`src/rtl/alu_pkg.sv`:
```
// Shared ALU definitions: operand width, control encodings and the
// response record stored in each arbiter port's response slot.
package alu_pkg;

    localparam int XLEN  = 32;
    localparam int TAG_W = 4;

    // Control codes are passed from the requester straight to the ALU.
    typedef enum logic [3:0] {
        ALU_ADD   = 4'b0000,
        ALU_SUB   = 4'b1000,
        ALU_SLT   = 4'b0010,
        ALU_SLTU  = 4'b1010,
        ALU_PASSB = 4'b0011,
        ALU_XOR   = 4'b0100,
        ALU_OR    = 4'b0110,
        ALU_AND   = 4'b0111
    } alu_ctr_e;

    typedef struct packed {
        logic [XLEN-1:0]  result;
        logic             zero;
        logic [TAG_W-1:0] tag;
    } alu_rsp_t;

endpackage

```
`src/rtl/alu_arbiter_if.sv`:
```
// One requester port of the ALU arbiter: request handshake plus the
// response handshake coming back from that port's response slot.
interface alu_arbiter_if;
    import alu_pkg::*;

    logic             valid;
    logic             ready;
    logic [XLEN-1:0]  a;
    logic [XLEN-1:0]  b;
    logic [3:0]       ctr;
    logic [TAG_W-1:0] tag;

    logic             rsp_valid;
    logic             rsp_ready;
    logic [XLEN-1:0]  rsp_result;
    logic             rsp_zero;
    logic [TAG_W-1:0] rsp_tag;

    // Requester side (issue logic / consumer).
    modport master (
        output valid, a, b, ctr, tag, rsp_ready,
        input  ready, rsp_valid, rsp_result, rsp_zero, rsp_tag
    );

    // Arbiter side.
    modport slave (
        input  valid, a, b, ctr, tag, rsp_ready,
        output ready, rsp_valid, rsp_result, rsp_zero, rsp_tag
    );

endinterface

```
`src/rtl/alu.sv`:
```
// Combinational 32-bit integer ALU. The zero flag reflects the adder
// output: a+b for ADD, a-b for every other code.
module alu
    import alu_pkg::*;
(
    input  logic [XLEN-1:0] a_i,
    input  logic [XLEN-1:0] b_i,
    input  logic [3:0]      ctr_i,
    output logic [XLEN-1:0] result_o,
    output logic            zero_o
);

    alu_ctr_e        ctr;
    logic [XLEN-1:0] sum;
    logic [XLEN-1:0] diff;
    logic [XLEN-1:0] adder;

    assign ctr   = alu_ctr_e'(ctr_i);
    assign sum   = a_i + b_i;
    assign diff  = a_i - b_i;
    assign adder = (ctr == ALU_ADD) ? sum : diff;

    // Operation select; undefined codes yield zero.
    always_comb begin
        result_o = '0;
        zero_o   = (adder == '0);
        case (ctr)
            ALU_ADD:   result_o = sum;
            ALU_SUB:   result_o = diff;
            ALU_SLT:   result_o = {{(XLEN-1){1'b0}}, ($signed(a_i) < $signed(b_i))};
            ALU_SLTU:  result_o = {{(XLEN-1){1'b0}}, (a_i < b_i)};
            ALU_PASSB: result_o = b_i;
            ALU_XOR:   result_o = a_i ^ b_i;
            ALU_OR:    result_o = a_i | b_i;
            ALU_AND:   result_o = a_i & b_i;
            default:   result_o = '0;
        endcase
    end

endmodule

```
`src/rtl/alu_arbiter.sv`:
```
// Two-port arbiter in front of the single integer ALU. Each port owns a
// one-entry response slot, so a stalled consumer only blocks its own port.
// Build option: define ALU_ARB_RR_EN for round-robin arbitration; without
// it, port 0 has fixed priority and no last-grant state exists.
module alu_arbiter
    import alu_pkg::*;
(
    input  logic         clk,
    input  logic         rst,
    alu_arbiter_if.slave r0,
    alu_arbiter_if.slave r1
);

    logic [1:0]       req_valid;
    logic [1:0]       rsp_ready;
    logic [1:0]       elig;
    logic [1:0]       grant;
    logic [1:0]       slot_valid_q;
    alu_rsp_t         slot_q [2];

    logic [XLEN-1:0]  req_a   [2];
    logic [XLEN-1:0]  req_b   [2];
    logic [3:0]       req_ctr [2];
    logic [TAG_W-1:0] req_tag [2];

    logic [XLEN-1:0]  alu_a;
    logic [XLEN-1:0]  alu_b;
    logic [3:0]       alu_ctr;
    logic [XLEN-1:0]  alu_result;
    logic             alu_zero;

    // Flatten the two interface ports into indexable arrays.
    assign req_valid  = {r1.valid, r0.valid};
    assign rsp_ready  = {r1.rsp_ready, r0.rsp_ready};
    assign req_a[0]   = r0.a;
    assign req_a[1]   = r1.a;
    assign req_b[0]   = r0.b;
    assign req_b[1]   = r1.b;
    assign req_ctr[0] = r0.ctr;
    assign req_ctr[1] = r1.ctr;
    assign req_tag[0] = r0.tag;
    assign req_tag[1] = r1.tag;

    // A port may be granted when its slot is empty or is draining this cycle;
    // the decision never looks at the other port's slot.
    generate
        for (genvar gi = 0; gi < 2; gi++) begin : g_elig
            assign elig[gi] = req_valid[gi] & (~slot_valid_q[gi] | rsp_ready[gi]);
        end
    endgenerate

`ifdef ALU_ARB_RR_EN
    logic last_grant_q;

    // Remember the most recently accepted port; port 0 wins the first tie.
    always_ff @(posedge clk) begin
        if (rst) begin
            last_grant_q <= 1'b1;
        end else if (grant != 2'b00) begin
            last_grant_q <= grant[1];
        end
    end
`endif

    // Pick at most one eligible port; nothing is accepted during reset.
    always_comb begin
        grant = elig;
        if (elig == 2'b11) begin
`ifdef ALU_ARB_RR_EN
            grant = last_grant_q ? 2'b01 : 2'b10;
`else
            grant = 2'b01;
`endif
        end
        if (rst) begin
            grant = 2'b00;
        end
    end

    // The granted port's operands drive the shared ALU.
    assign alu_a   = grant[1] ? req_a[1]   : req_a[0];
    assign alu_b   = grant[1] ? req_b[1]   : req_b[0];
    assign alu_ctr = grant[1] ? req_ctr[1] : req_ctr[0];

    alu u_alu (
        .a_i      (alu_a),
        .b_i      (alu_b),
        .ctr_i    (alu_ctr),
        .result_o (alu_result),
        .zero_o   (alu_zero)
    );

    // Response slots: accept overwrites (also when draining), drain empties,
    // otherwise hold so outputs stay stable under backpressure.
    always_ff @(posedge clk) begin
        if (rst) begin
            slot_valid_q <= 2'b00;
            for (int i = 0; i < 2; i++) begin
                slot_q[i] <= '0;
            end
        end else begin
            for (int i = 0; i < 2; i++) begin
                if (grant[i]) begin
                    slot_valid_q[i]  <= 1'b1;
                    slot_q[i].result <= alu_result;
                    slot_q[i].zero   <= alu_zero;
                    slot_q[i].tag    <= req_tag[i];
                end else if (rsp_ready[i]) begin
                    slot_valid_q[i]  <= 1'b0;
                end
            end
        end
    end

    assign r0.ready      = grant[0];
    assign r1.ready      = grant[1];
    assign r0.rsp_valid  = slot_valid_q[0];
    assign r1.rsp_valid  = slot_valid_q[1];
    assign r0.rsp_result = slot_q[0].result;
    assign r1.rsp_result = slot_q[1].result;
    assign r0.rsp_zero   = slot_q[0].zero;
    assign r1.rsp_zero   = slot_q[1].zero;
    assign r0.rsp_tag    = slot_q[0].tag;
    assign r1.rsp_tag    = slot_q[1].tag;

endmodule

```
`src/flat_wrapper.sv`:
```
// flat-port wrapper written by rule: the top's interface ports become plain ports
module alu_arbiter_flat import alu_pkg::*;
  (clk, rst, r0_valid, r0_a, r0_b, r0_ctr, r0_tag, r0_rsp_ready, r0_ready, r0_rsp_valid, r0_rsp_result, r0_rsp_zero, r0_rsp_tag, r1_valid, r1_a, r1_b, r1_ctr, r1_tag, r1_rsp_ready, r1_ready, r1_rsp_valid, r1_rsp_result, r1_rsp_zero, r1_rsp_tag);
  alu_arbiter_if r0_i ();
  alu_arbiter_if r1_i ();
  input  logic clk;
  input  logic rst;
  input wire logic [$bits(r0_i.valid)-1:0] r0_valid;
  input wire logic [$bits(r0_i.a)-1:0] r0_a;
  input wire logic [$bits(r0_i.b)-1:0] r0_b;
  input wire logic [$bits(r0_i.ctr)-1:0] r0_ctr;
  input wire logic [$bits(r0_i.tag)-1:0] r0_tag;
  input wire logic [$bits(r0_i.rsp_ready)-1:0] r0_rsp_ready;
  output wire logic [$bits(r0_i.ready)-1:0] r0_ready;
  output wire logic [$bits(r0_i.rsp_valid)-1:0] r0_rsp_valid;
  output wire logic [$bits(r0_i.rsp_result)-1:0] r0_rsp_result;
  output wire logic [$bits(r0_i.rsp_zero)-1:0] r0_rsp_zero;
  output wire logic [$bits(r0_i.rsp_tag)-1:0] r0_rsp_tag;
  input wire logic [$bits(r1_i.valid)-1:0] r1_valid;
  input wire logic [$bits(r1_i.a)-1:0] r1_a;
  input wire logic [$bits(r1_i.b)-1:0] r1_b;
  input wire logic [$bits(r1_i.ctr)-1:0] r1_ctr;
  input wire logic [$bits(r1_i.tag)-1:0] r1_tag;
  input wire logic [$bits(r1_i.rsp_ready)-1:0] r1_rsp_ready;
  output wire logic [$bits(r1_i.ready)-1:0] r1_ready;
  output wire logic [$bits(r1_i.rsp_valid)-1:0] r1_rsp_valid;
  output wire logic [$bits(r1_i.rsp_result)-1:0] r1_rsp_result;
  output wire logic [$bits(r1_i.rsp_zero)-1:0] r1_rsp_zero;
  output wire logic [$bits(r1_i.rsp_tag)-1:0] r1_rsp_tag;
  assign r0_i.valid = r0_valid;
  assign r0_i.a = r0_a;
  assign r0_i.b = r0_b;
  assign r0_i.ctr = r0_ctr;
  assign r0_i.tag = r0_tag;
  assign r0_i.rsp_ready = r0_rsp_ready;
  assign r0_ready = r0_i.ready;
  assign r0_rsp_valid = r0_i.rsp_valid;
  assign r0_rsp_result = r0_i.rsp_result;
  assign r0_rsp_zero = r0_i.rsp_zero;
  assign r0_rsp_tag = r0_i.rsp_tag;
  assign r1_i.valid = r1_valid;
  assign r1_i.a = r1_a;
  assign r1_i.b = r1_b;
  assign r1_i.ctr = r1_ctr;
  assign r1_i.tag = r1_tag;
  assign r1_i.rsp_ready = r1_rsp_ready;
  assign r1_ready = r1_i.ready;
  assign r1_rsp_valid = r1_i.rsp_valid;
  assign r1_rsp_result = r1_i.rsp_result;
  assign r1_rsp_zero = r1_i.rsp_zero;
  assign r1_rsp_tag = r1_i.rsp_tag;
  alu_arbiter u_core (.clk(clk), .rst(rst), .r0(r0_i), .r1(r1_i));
endmodule
```
`config.mk`:
```
export PLATFORM = sky130hd
export DESIGN_NAME = alu_arbiter_flat
export DESIGN_NICKNAME = d
export VERILOG_FILES = /design/src/rtl/alu_pkg.sv /design/src/rtl/alu_arbiter_if.sv /design/src/rtl/alu.sv /design/src/rtl/alu_arbiter.sv /design/src/flat_wrapper.sv
export SDC_FILE = /design/constraint.sdc
export NUM_CORES = 1
export LEC_CHECK = 0
export BUFFER_PORTS_ARGS = -buffer_cell sky130_fd_sc_hd__buf_2
export CORE_MARGIN = 2
export CORE_UTILIZATION = 55
export DETAILED_ROUTE_END_ITERATION = 8
export PLACE_DENSITY = 0.82
export SYNTH_ARGS = -nofsm -noshare
export SYNTH_HDL_FRONTEND = slang
export SYNTH_SLANG_ARGS = --single-unit
export TNS_END_PERCENT = 5
```
`constraint.sdc`:
```
create_clock -name clk -period 7.1 [get_ports clk]
set_input_delay 1.42 -clock clk [delete_from_list [all_inputs] [get_ports clk]]
set_output_delay 1.42 -clock clk [all_outputs]
set_load 0.02 [all_outputs]
```
Yosys cells after proc, flatten, opt, wreduce, memory -nomap -nowiden
Memory sizes are Yosys's and may differ from the RTL's.
Index checks and enable logic that the tools add are counted.
W data, S select, Z words.
- register bits: 2
- bits in writable memories: 74
- input bits: 150
- output and inout bits: 78
- memories: 1
- $add $sub $neg: 2
- magnitude comparators: 2
- equal/unequal tests: 8
- mux-type cells: 25
- bitwise operators: 15
- reductions and logical operators: 4
- memory list (name ; depth ; width ; read ports ; clocked after memory_dff ; write ports ; RTL line ; text):
    u_core.slot_q ; 2 ; 37 ; 2 ; 0 ; 2 ; alu_arbiter.sv:19 ; alu_rsp_t slot_q [2];
- operators with widths (operator ; number):
    $pmux W32 S8 ; 1
    $mux W32 ; 5
    $lt A32 B32 Y1 ; 2
    $add A32 B32 Y32 ; 1
    $and A32 B32 Y32 ; 1
    $logic_not A32 Y1 ; 1
    $or A32 B32 Y32 ; 1
    $sub A32 B32 Y32 ; 1
    $xor A32 B32 Y32 ; 1
    $mux W1 ; 14
    $eq A4 B3 Y1 const B ; 3
    $mux W4 ; 3
    $eq A4 B2 Y1 const B ; 2
    $eq A4 B4 Y1 const B ; 2
    $or A1 B1 Y1 ; 8
    $logic_not A4 Y1 ; 1
    $mux W2 ; 2
    $reduce_bool A2 Y1 ; 2
    $and A1 B1 Y1 ; 2
    $eq A2 B2 Y1 const B ; 1
    $not A1 Y1 ; 2

Depth between registers and ports, before layout
Gate-level depths: netlist (run 1).
- depth in word-level cells: 11
- gate-level depth with buffers: 20
- gate-level depth less buffers: 17

Cells and area by module
From an unflattened synthesis (run 1), not the netlist that was laid out.
- cell total of the unflattened synthesis: 1132
- area, all modules: 9815.7 µm²
- modules (own cells, without submodules) (module ; times used ; cells an instance ; area an instance (µm²) ; sequential area each (µm²)):
    alu ; 1 ; 915 ; 6029.5 ; 0.0
    alu_arbiter ; 1 ; 217 ; 3786.1 ; 2262.2

Least setup slack after synthesis (run 1)
Ideal clock, no wire load.
- path type: input to register
- from: input r0_rsp_ready
- to: memory u_core.slot_q[0][28] (netlist bit) (data pin)
- setup time: 0.260 ns
- data arrival time: 6.113 ns
- data required time: 6.840 ns
- path slack: 0.727 ns
- stages: 19
- path through: nand2b_1 a2111oi_4 buf_2 buf_2 buf_2 clkbuf_1 mux2i_1 inv_1 ha_1 o21bai_1 o211ai_1 a2111oi_2 o31ai_1 a2111oi_0 nor2_1 xnor2_1 a211oi_1 o21ai_0 nor2b_1
- RTL lines (what ; RTL line ; text):
    start, declared ; flat_wrapper.sv:13 ; input wire logic [$bits(r0_i.rsp_ready)-1:0] r0_rsp_ready;
    end, declared ; alu_arbiter.sv:19 ;

==> qor.yml, run 1 <==
outcome:
  outcome: "completed"
setup_path:
  critPathLaunchType: "input port"
  slowest_stage: "or4b_2"
  cp-end-kind: "flip-flop"
  r2r_slack_ps: 1810
  crit_family: "simple AND/OR/NAND/NOR gates"
  path_max_fanout: 55
  critPathMaxStageDelay_ps: 630
  path_buf_inv: 4
  crit_arrival_ps: 6230
  crit_required_ps: 7140
  path_cells: "buf_2 > nand2b_1 > a2111oi_4 > buf_12 > buf_4 > mux2i_1 > inv_1 > ha_1 > or2_2 > nor3_1 > nand2_1 > or4b_2 > a211oi_1 > nor3_1 > xnor2_1 > a2111oi_0 > nor2_1"
  crit_type: "input port to flip-flop"
  timing.critical_path.mode_cell: "nor3_1"
clocking:
  clk_latency_ps: 330
  cts.sinks: 76
  root_buffer: "clkbuf_16"
  htreeDepth: 3
  cts_resized: 0
  post_cts_buffers: 0
  cts_tree: "done"
  path_clk_slew_ps: 60
  clockBufferDepth: 2
  cts_hold_buffers: 0
  cts_buffers: 9
floorplanning:
  dieArea_um2: 17740
  die_width_um: 133.2
  io_pins: 228
  coreArea_um2: 16470
  start_util_pct: 55.77
  num_rows: 47
  die_h_um: 133.2
sta:
  post-route-min-period_ps: 6187
  fin_crit_sh_pct: 87.14
  setup_viol: 0
  fmax_ghz: 0.1616
  tightest_slew_ps: 1038
  worst_slack_ps: 913.1
  fin_setup_tns_ps: 0
  rsz0062_at_grt: "false"
  skew_ps: 3.641
  maxSlewHeadroom_pct: 30.61
  hold_viol_final: 0
  drv_slew: 0
worst_hold_path:
  hold_class: "flip-flop to flip-flop"
pwr:
  pwr-share-clk_pct: 22.0
  pwr-share-comb_pct: 50.4
  seqPwrFrac_pct: 27.6
  p_per_area_nw_per_um2: 178.0
  p_leak_nw: 4.914
  switching_share_pct: 40.94
  switching_power_mw: 0.8072
  ir_drop_uv: 175.3
  p_int_mw: 1.164
final_layout:
  fill_cells: 1389
  area_growth_pct: 20.60
  fin_nets: 1602
  drive_above_1_share_pct: 26.46
global_routing:
  grt_max_degree: 56
  antenna_found_initial: 2
  grt_pass1_vias: 9239
  gr-total-overflow: 0
  grt_usage_pct: 36.84
  grt_pass1_wl_um: 51220
drt:
  first_iter_violations: 1093
  vias: 9981
  dr.pass1.iters: 8
  via_per_inst: 6.317
  drc_errors: 0
  wirelength_um: 33790
  antenna_left: 0
  wl_per_cell_um: 21.39
synthesis:
  yosys.area_share.simple_pct: 15.30
  synth_warnings: 0
  synth.avg_cell_area_um2: 8.199
  synth_xor_area_share_pct: 4.197
  yosysTopAreaCell: "edfxtp_1"
  synthAdderAreaFrac_pct: 13.79
  yosys-top-cells-count: "122 x a21oi_1, 99 x inv_1, 98 x ha_1, 98 x nor2_1, 74 x edfxtp_1"
  synth-edff-count: 74
  synthesis.nets: 1370
  synth.most_common_cell: "a21oi_1"
  synthFlopType: "edfxtp_1"
  synth_top_family_by_area: "compound AO/OA/AOI/OAI gates"
  synth_compound_area_share_pct: 26.87
  ys_ff_latch: 76
  synth_area_um2: 9183
  netlist-cell-type-count: 77
  ys_seq_area_share_pct: 24.64
  synth_cells: 1120
  synth_mux_area_share_pct: 8.189
  yosys-top-cells-area: "edfxtp_1 24%, ha_1 13%, a21oi_1 6.6%, mux2i_1 4.1%, inv_1 4.0%"
  async_flop_share_pct: 0
  synthDominantCellAreaShare_pct: 24.20
run:
  maxCapViolCount: 0
place:
  gp_congestion: 1.033
  place_hpwl_um: 25870
  port_buffers: 227
  place_worst_setup_slack_ps: 643.8
routing by layer:
layer | track usage (%) | part of all wire (%)
met1 | 49.46 | 41
met2 | 58.89 | 44
met3 | 6.735 | 11
met4 | 15.13 | 3.8
met5 | 0 | 0
power groups by stage:
stage | Combinational [mW] | Clock, mW | Sequential (mW)
after floorplan | 0.589 | 0 | 0.598
after global placement | 0.953 | 0 | 0.551
after detailed placement | 0.957 | 0 | 0.551
after CTS | 0.965 | 0.430 | 0.544
after global routing | 1.06 | 0.448 | 0.546
final | 0.994 | 0.434 | 0.544
tightest hold or removal path, delay by kind of cell, from the launching register on:
family / cells / cell delay, ps
flops: 1 / 310
simple gates: 1 / 180
compound gates: 1 / 110
per-stage QoR:
step	power, mW	instances	cell area [um^2]	hold slack, ps	util, %
final	1.971	1580	11070	641.7	67.26
after global routing	2.055	1579	11070	675.2	67.24
after CTS	1.939	1577	11070	622.6	67.21
after detailed placement	1.508	1561	10780	604.5	65.49
after global placement	1.504	1561	10780	570.6	65.49
after floorplan	1.188	1120	9183	646.9	-
kinds of logic (layout without fill, tap and decap cells):
| family | after synthesis | count (layout) |
|---|---|---|
| xor gates and xnor gates | 44 | 44 |
| other | 0 | 3 |
| AOI/OAI and AO/OA | 377 | 377 |
| adders and majority gates | 100 | 100 |
| muxes | 71 | 71 |
| and+or+nand+nor | 290 | 290 |
| buffers and inverters | 162 | 399 |
| DFF | 76 | 76 |
area by class of cell:
type	count	area [um^2]	share of cell area (%)
diodes	3	7.507	0.06779
clock buffers	10	229.0	2.068
clock inverters	6	55.05	0.4971
inverters	100	375.4	3.389
multi-input cells	882	6301	56.90
flip-flops and latches	76	2262	20.43
well taps	220	275.3	2.486
repair buffers	283	1569	14.17
state kept, by name, indices dropped and copies added, names as in the netlist:
register	cells
u_core.slot_q	74
u_core.slot_valid_q	2
worst paths after layout:
kind	from	to	cells past startpoint
max	r0_rsp_ready	u_core.slot_q[0][36]	17
min	u_core.slot_valid_q[0]	u_core.slot_valid_q[0]	2
max reg2reg	u_core.slot_valid_q[1]	u_core.slot_q[0][36]	16
min reg2reg	u_core.slot_valid_q[0]	u_core.slot_valid_q[0]	2
layout by cell type, fill, tap and decap left out, drive strengths merged, types with 7 or more instances in the layout:
master   count
nor4        14
a31oi       23
buf        283
a211oi      24
nand2b      12
inv        100
mux2i       38
a21o        13
xor2         7
o22ai       26
o31ai       14
o21ai       58
a21oi      123
or2          9
mux2        33
nand2       65
a221oi      12
nor3        24
ha          98
o211ai      14
xnor2       37
or3          7
a2111oi     12
o21bai      12
nand3       16
nor2        98
clkbuf      10
o2111ai      7
nand4       12
nor2b       13
edfxtp      74
Power figures use the tool's default switching activity.
==> inputs of run 2 (changes only) <==
--- a/config.mk
+++ b/config.mk
@@ -8,6 +8,7 @@
 export BUFFER_PORTS_ARGS = -buffer_cell sky130_fd_sc_hd__buf_2
 export CORE_MARGIN = 2
 export CORE_UTILIZATION = 55
+export CTS_BUF_LIST = sky130_fd_sc_hd__clkbuf_8
 export DETAILED_ROUTE_END_ITERATION = 8
 export PLACE_DENSITY = 0.82
 export SYNTH_ARGS = -nofsm -noshare
==> constraint.sdc (replaced) <==
create_clock -name clk -period 7.1 [get_ports clk]
set_input_delay 0.71 -clock clk [delete_from_list [all_inputs] [get_ports clk]]
set_output_delay 0.71 -clock clk [all_outputs]
set_load 0.02 [all_outputs]
==> run 2 against run 1 <==
Routed wire length is 3.6% lower; critical path depth stayed put; final area down 3.6%; critical path type unchanged; utilization fell by 2.4 points; critical endpoint is now u_core.slot_q[0][28]; clock power shrank 27%.
==> qor.yml, run 2 (same netlist as run 1, synthesis figures left out) <==
final_layout:
  drive_above_1_share_pct: 24.45  # -2.0 points
  multiInputGateArea_um2: 6304  # about the same
  fill_cells: 1477  # +6.3%
  largest-register: "u_core.slot_q"
  instances_no_fill: 1538  # -2.7%
  largest_reg_flops: 74  # unchanged
  seq_area_um2: 2262  # unchanged
  final_common_cell: "buf_2"
  largestRegisters: "u_core.slot_q (74), u_core.slot_valid_q (2)"
  final_cell_mix: "227 x buf_2, 122 x a21oi_1, 100 x inv_1"
  fin_nets: 1562  # -2.5%
  area_growth_pct: 16.28
clocking:
  htreeDepth: 3  # unchanged
  path_clk_slew_ps: 80  # +20 ps
  cts_hold_buffers: 0  # unchanged
  cts.sinks: 76  # unchanged
  post_cts_buffers: 0  # unchanged
  clk_latency_ps: 350  # +20 ps
  cts_buffers: 9  # unchanged
  cts_resized: 0  # unchanged
  cts_tree: "done"
  clockBufferDepth: 2  # unchanged
  root_buffer: "clkbuf_8"
sta:
  skew_ps: 7.776  # +4.135 ps
  fin_setup_tns_ps: 0  # unchanged
  post-route-min-period_ps: 5668  # -518.9 ps
  tightest_slew_ps: 1066  # +27.83 ps
  worst_slack_ps: 1432  # +518.9 ps
  maxSlewHeadroom_pct: 28.75  # -1.9 points
  fmax_ghz: 0.1764  # +9.2%
  fin_crit_sh_pct: 79.83  # -7.3 points
  hold_ws_ps: 615.6  # -26.12 ps
  rsz0062_at_grt: "false"
  drv_slew: 0  # unchanged
  setup_viol: 0  # unchanged
  hold_viol_final: 0  # unchanged
setup_path:
  r2r_cells: 16  # unchanged
  crit_required_ps: 7190  # +50 ps
  path_buf_inv: 3  # -1
  crit_arrival_ps: 5750  # -480 ps
  path_max_fanout: 64  # +16%
  cp-end-kind: "flip-flop"
  critPathMaxStageDelay_ps: 670  # +40 ps
  path_cells: "buf_2 > nand2b_1 > a2111oi_4 > buf_12 > mux2i_1 > inv_1 > ha_1 > o21bai_1 > o211ai_1 > a2111oi_2 > o31ai_1 > a2111oi_0 > nor2_1 > xnor2_1 > a211oi_1 > o21ai_0 > nor2b_1"
  slowest_stage: "a2111oi_0"
  crit_type: "input port to flip-flop"
  timing.rr.end: "u_core.slot_q[0][28]"
  crit_family: "compound AO/OA/AOI/OAI gates"
  r2r_slack_ps: 1590  # -220 ps
  reg2reg_from: "u_core.slot_valid_q[1]"
  critPathLaunchType: "input port"
floorplanning:
  dieArea_um2: 17740  # unchanged
  coreArea_um2: 16470  # unchanged
  start_util_pct: 55.77  # unchanged
  num_rows: 47  # unchanged
  io_pins: 228  # unchanged
  die_width_um: 133.2  # unchanged
  die_h_um: 133.2  # unchanged
global_routing:
  antenna_found_initial: 1  # -1
  grt_pass1_vias: 9014  # -2.4%
  gr-total-overflow: 0  # unchanged
  grt_usage_pct: 35.45  # -1.4 points
  grt_pass1_wl_um: 49570  # -3.2%
  grt_max_degree: 65  # +16%
worst_hold_path:
  min_to: "u_core.slot_valid_q[0]"
  hold_path_depth: 2  # unchanged
  worstHoldStart: "u_core.slot_valid_q[0]"
  hold_class: "flip-flop to flip-flop"
drt:
  highest_layer: "met4"
  dr.pass1.iters: 5  # -3
  wl_per_cell_um: 21.19  # -0.92%
  drc_errors: 0  # unchanged
  dr_wl_met3_um: 3967  # +9.3%
  met2_length_um: 14150  # -5.9%
  antenna_left: 0  # unchanged
  vias: 9883  # -0.98%
  via_per_inst: 6.426  # +1.7%
  wirelength_um: 32590  # -3.6%
  first_iter_violations: 1204  # +10%
  wl_met1_um: 13370  # -3.4%
place:
  place_worst_setup_slack_ps: 1205  # +561.2 ps
  port_buffers: 227  # unchanged
  place_inst: 1521  # -2.6%
  gp_congestion: 1.039  # +0.61%
  place_hpwl_um: 25330  # -2.1%
pwr:
  ir_drop_uv: 128.7  # -27%
  p_leak_nw: 4.689  # -4.6%
  p_per_area_nw_per_um2: 169.4  # -4.8%
outcome:
  outcome: "completed"
run:
  maxCapViolCount: 0  # unchanged
[run 2: report_power, final]
| group | total [mW] | internal [mW] | leakage, nW | switching (mW) |
|---|---|---|---|---|
| Sequential | 0.542 | 0.532 | 0.815 | 0.0102 |
| Clock | 0.316 | 0.161 | 0.105 | 0.155 |
| Combinational | 0.951 | 0.330 | 3.77 | 0.622 |
| Total | 1.81 | 1.02 | 4.69 | 0.787 |
[run 2: cell type report]
class,instances,share of cell area [%]
multi-input combinational,882,59.03
sequential,76,21.19
timing repair buffer,243,11.88
inverter,100,3.515
tap,220,2.578
clock buffer,9,1.160
clock inverter,7,0.6210
antenna,1,0.02344
[run 2: how the worst max path moves through the flow]
stage / startpoint / to / slack (ps) / cells after the start
after global placement: r0_rsp_ready / u_core.slot_q[0][32] / 1230 / 16
after global routing: r0_rsp_ready / u_core.slot_q[1][4] / 960 / 17
after CTS: r0_rsp_ready / u_core.slot_q[0][28] / 1540 / 17
after floorplan: r0_rsp_ready / u_core.slot_q[0][28] / 1440 / 19
after detailed placement: r0_rsp_ready / u_core.slot_q[1][28] / 1200 / 17
final: r0_rsp_ready / u_core.slot_q[0][28] / 1430 / 17
[run 2: per-stage QoR]
| step | cell area [um^2] | utilization (%) | power (mW) |
|---|---|---|---|
| after detailed placement | 10490 | 63.68 | 1.468 |
| after floorplan | 9183 | - | 1.188 |
| final | 10680 | 64.85 | 1.809 |
| after global routing | 10680 | 64.85 | 1.892 |
| after global placement | 10490 | 63.68 | 1.465 |
| after CTS | 10680 | 64.83 | 1.779 |
[run 2: tightest hold or removal path, stage by stage (launching register included)]
cell and delay [ps]:
dfxtp_1 320, nand2b_1 160, a21oi_1 90
[run 2: routing by layer]
metal / global-route usage, % / vias to the layer above
met4: 13.24 / 0
met5: 0 / -
met3: 7.991 / 83
li1: - / 4509
met1: 48.00 / 4580
met2: 55.64 / 711
==> inputs of run 3 (changes only) <==
==> constraint.sdc (replaced) <==
create_clock -name clk -period 5.45 [get_ports clk]
set_input_delay 0.545 -clock clk [delete_from_list [all_inputs] [get_ports clk]]
set_output_delay 0.545 -clock clk [all_outputs]
set_load 0.02 [all_outputs]
==> run 3 against run 2 <==
Sequential share of layout area fell by 0.89 points; combinational power rose by 41%; register-to-register slack got worse by 1300 ps.
==> qor.yml, run 3 (same netlist as run 1, synthesis figures left out) <==
sta:
  hold_viol_final: 0  # unchanged
  post-route-min-period_ps: 5116
  maxSlewHeadroom_pct: 28.81  # +0.056 points
  hold_ws_ps: 469.9  # -145.7 ps
  setup_viol: 0  # unchanged
  worst_slack_ps: 334.1  # -1098 ps
  fmax_ghz: 0.1955
  fin_crit_sh_pct: 93.87
  drv_slew: 0  # unchanged
  skew_ps: 5.110  # -2.667 ps
  tightest_slew_ps: 1064  # -1.928 ps
  rsz0062_at_grt: "false"
drt:
  first_iter_violations: 1200  # -0.33%
  drc_errors: 0  # unchanged
  via_per_inst: 6.359  # -1.0%
  antenna_left: 0  # unchanged
  dr.pass1.iters: 5  # unchanged
  wl_per_cell_um: 21.91  # +3.4%
  wirelength_um: 34990  # +7.4%
  vias: 10160  # +2.8%
clocking:
  root_buffer: "clkbuf_8"
  clk_latency_ps: 350  # about the same
  cts_tree: "done"
  clockBufferDepth: 2  # unchanged
  cts_buffers: 9  # unchanged
  post_cts_buffers: 0  # unchanged
  cts_hold_buffers: 0  # unchanged
  path_clk_slew_ps: 70  # about the same
  htreeDepth: 3  # unchanged
  cts.sinks: 76  # unchanged
floorplanning:
  io_pins: 228  # unchanged
  die_width_um: 133.2  # unchanged
  dieArea_um2: 17740  # unchanged
  coreArea_um2: 16470  # unchanged
  start_util_pct: 55.77  # unchanged
  die_h_um: 133.2  # unchanged
  num_rows: 47  # unchanged
setup_path:
  path_max_fanout: 23  # -64%
  crit_cells: 17  # unchanged
  critPathLaunchType: "input port"
  reg2reg_from: "u_core.slot_valid_q[1]"
  r2r_cells: 16  # unchanged
  crit_type: "input port to flip-flop"
  cp-end-kind: "flip-flop"
  timing.rr.end: "u_core.slot_q[0][23]"
  crit_arrival_ps: 5170  # -580 ps
  r2r_slack_ps: 340  # -1250 ps
  critPathMaxStageDelay_ps: 800  # +130 ps
  crit_family: "compound AO/OA/AOI/OAI gates"
  timing.critical_path.mode_cell: "nor2_1"
  slowest_stage: "a2111oi_0"
  path_cells: "buf_2 > nand2b_1 > a2111oi_4 > buf_12 > mux2i_2 > inv_1 > ha_1 > fa_1 > o21ba_2 > nor4_4 > o211ai_1 > a31oi_1 > nor2_1 > xnor2_1 > a2111oi_0 > buf_4 > nor2_1"
  path_buf_inv: 4  # +1
  crit_required_ps: 5510  # -1680 ps
global_routing:
  grt_pass1_wl_um: 53750  # +8.4%
  grt_pass1_vias: 9695  # +7.6%
  antenna_found_initial: 1  # unchanged
  grt_max_degree: 38  # -42%
  grt_usage_pct: 38.87  # +3.4 points
  gr-total-overflow: 0  # unchanged
place:
  port_buffers: 227  # unchanged
  place_hpwl_um: 27470  # +8.4%
  gp_congestion: 1.055  # +1.5%
  place_worst_setup_slack_ps: -115.4  # -1320 ps
worst_hold_path:
  min_to: "u_core.slot_q[1][1]"
  hold_path_depth: 2  # unchanged
  worstHoldStart: "r1_tag[1]"
  hold_class: "input port to flip-flop"
final_layout:
  fin_util_pct: 67.71  # +2.9 points
  largest-register: "u_core.slot_q"
  final_common_cell: "buf_2"
  fin_nets: 1621  # +3.8%
  largest_reg_flops: 74  # unchanged
  final_cell_mix: "227 x buf_2, 122 x a21oi_1, 103 x inv_1"
  largestRegisters: "u_core.slot_q (74), u_core.slot_valid_q (2)"
  drive_above_1_share_pct: 27.62  # +3.2 points
  area_growth_pct: 21.41
run:
  maxCapViolCount: 0  # unchanged
outcome:
  outcome: "completed"
pwr:
  p_leak_nw: 4.985  # +6.3%
  ir_drop_uv: 217.0  # +69%
  p_per_area_nw_per_um2: 220.1  # +30%
run 3: worst max path at each step:
stage                      startpoint              endpoint  slack (ps)
6_report                 r0_rsp_ready  u_core.slot_q[0][23]         330
3_5_place_dp             r0_rsp_ready  u_core.slot_q[0][23]        -120
4_1_cts                  r0_rsp_ready  u_core.slot_q[0][23]         240
3_3_place_gp             r0_rsp_ready   u_core.slot_q[1][4]          90
2_1_floorplan            r0_rsp_ready  u_core.slot_q[0][28]          90
5_1_grt        u_core.slot_valid_q[1]   u_core.slot_q[0][4]          80
run 3: layer usage:
layer,GRT usage (%),vias to the layer above,part of all wire [%]
met5,0,-,0
met2,60.94,740,44
met4,15.90,0,4.0
li1,-,4628,-
met3,6.887,110,11
met1,53.35,4677,41
run 3: report_power, final:
group / leakage, nW / internal [mW] / switching (mW) / total, mW
clock network: 0.111 / 0.217 / 0.188 / 0.405
logic: 4.06 / 0.492 / 0.850 / 1.34
registers: 0.815 / 0.693 / 0.0134 / 0.707
run 3: timing repair:
action | CTS | global route
resized for setup | 0 | 4
hold endpoints to repair | 0 | 0
setup endpoints to repair | 0 | 8
run 3: layout make-up:
cell class / count / area, um^2
fillers: 1412 / 5318
clock buffers: 10 / 137.6
well taps: 220 / 275.3
repair buffers: 302 / 1724
inverters: 100 / 375.4
flip-flops and latches: 76 / 2262
diodes: 1 / 2.502
clock inverters: 6 / 50.05
multi-input cells: 882 / 6321
run 3: per-stage QoR:
| step | power (mW) | cell area, um^2 | TNS [ps] | std cells |
|---|---|---|---|---|
| final | 2.453 | 11150 | 0 | 1597 |
| after global routing | 2.571 | 11150 | 0 | 1597 |
| after CTS | 2.408 | 11130 | 0 | 1596 |
| after detailed placement | 2.004 | 10940 | -410.6 | 1580 |
| after global placement | 2.005 | 10940 | 0 | 1580 |
| after floorplan | 1.548 | 9184 | 0 | 1120 |
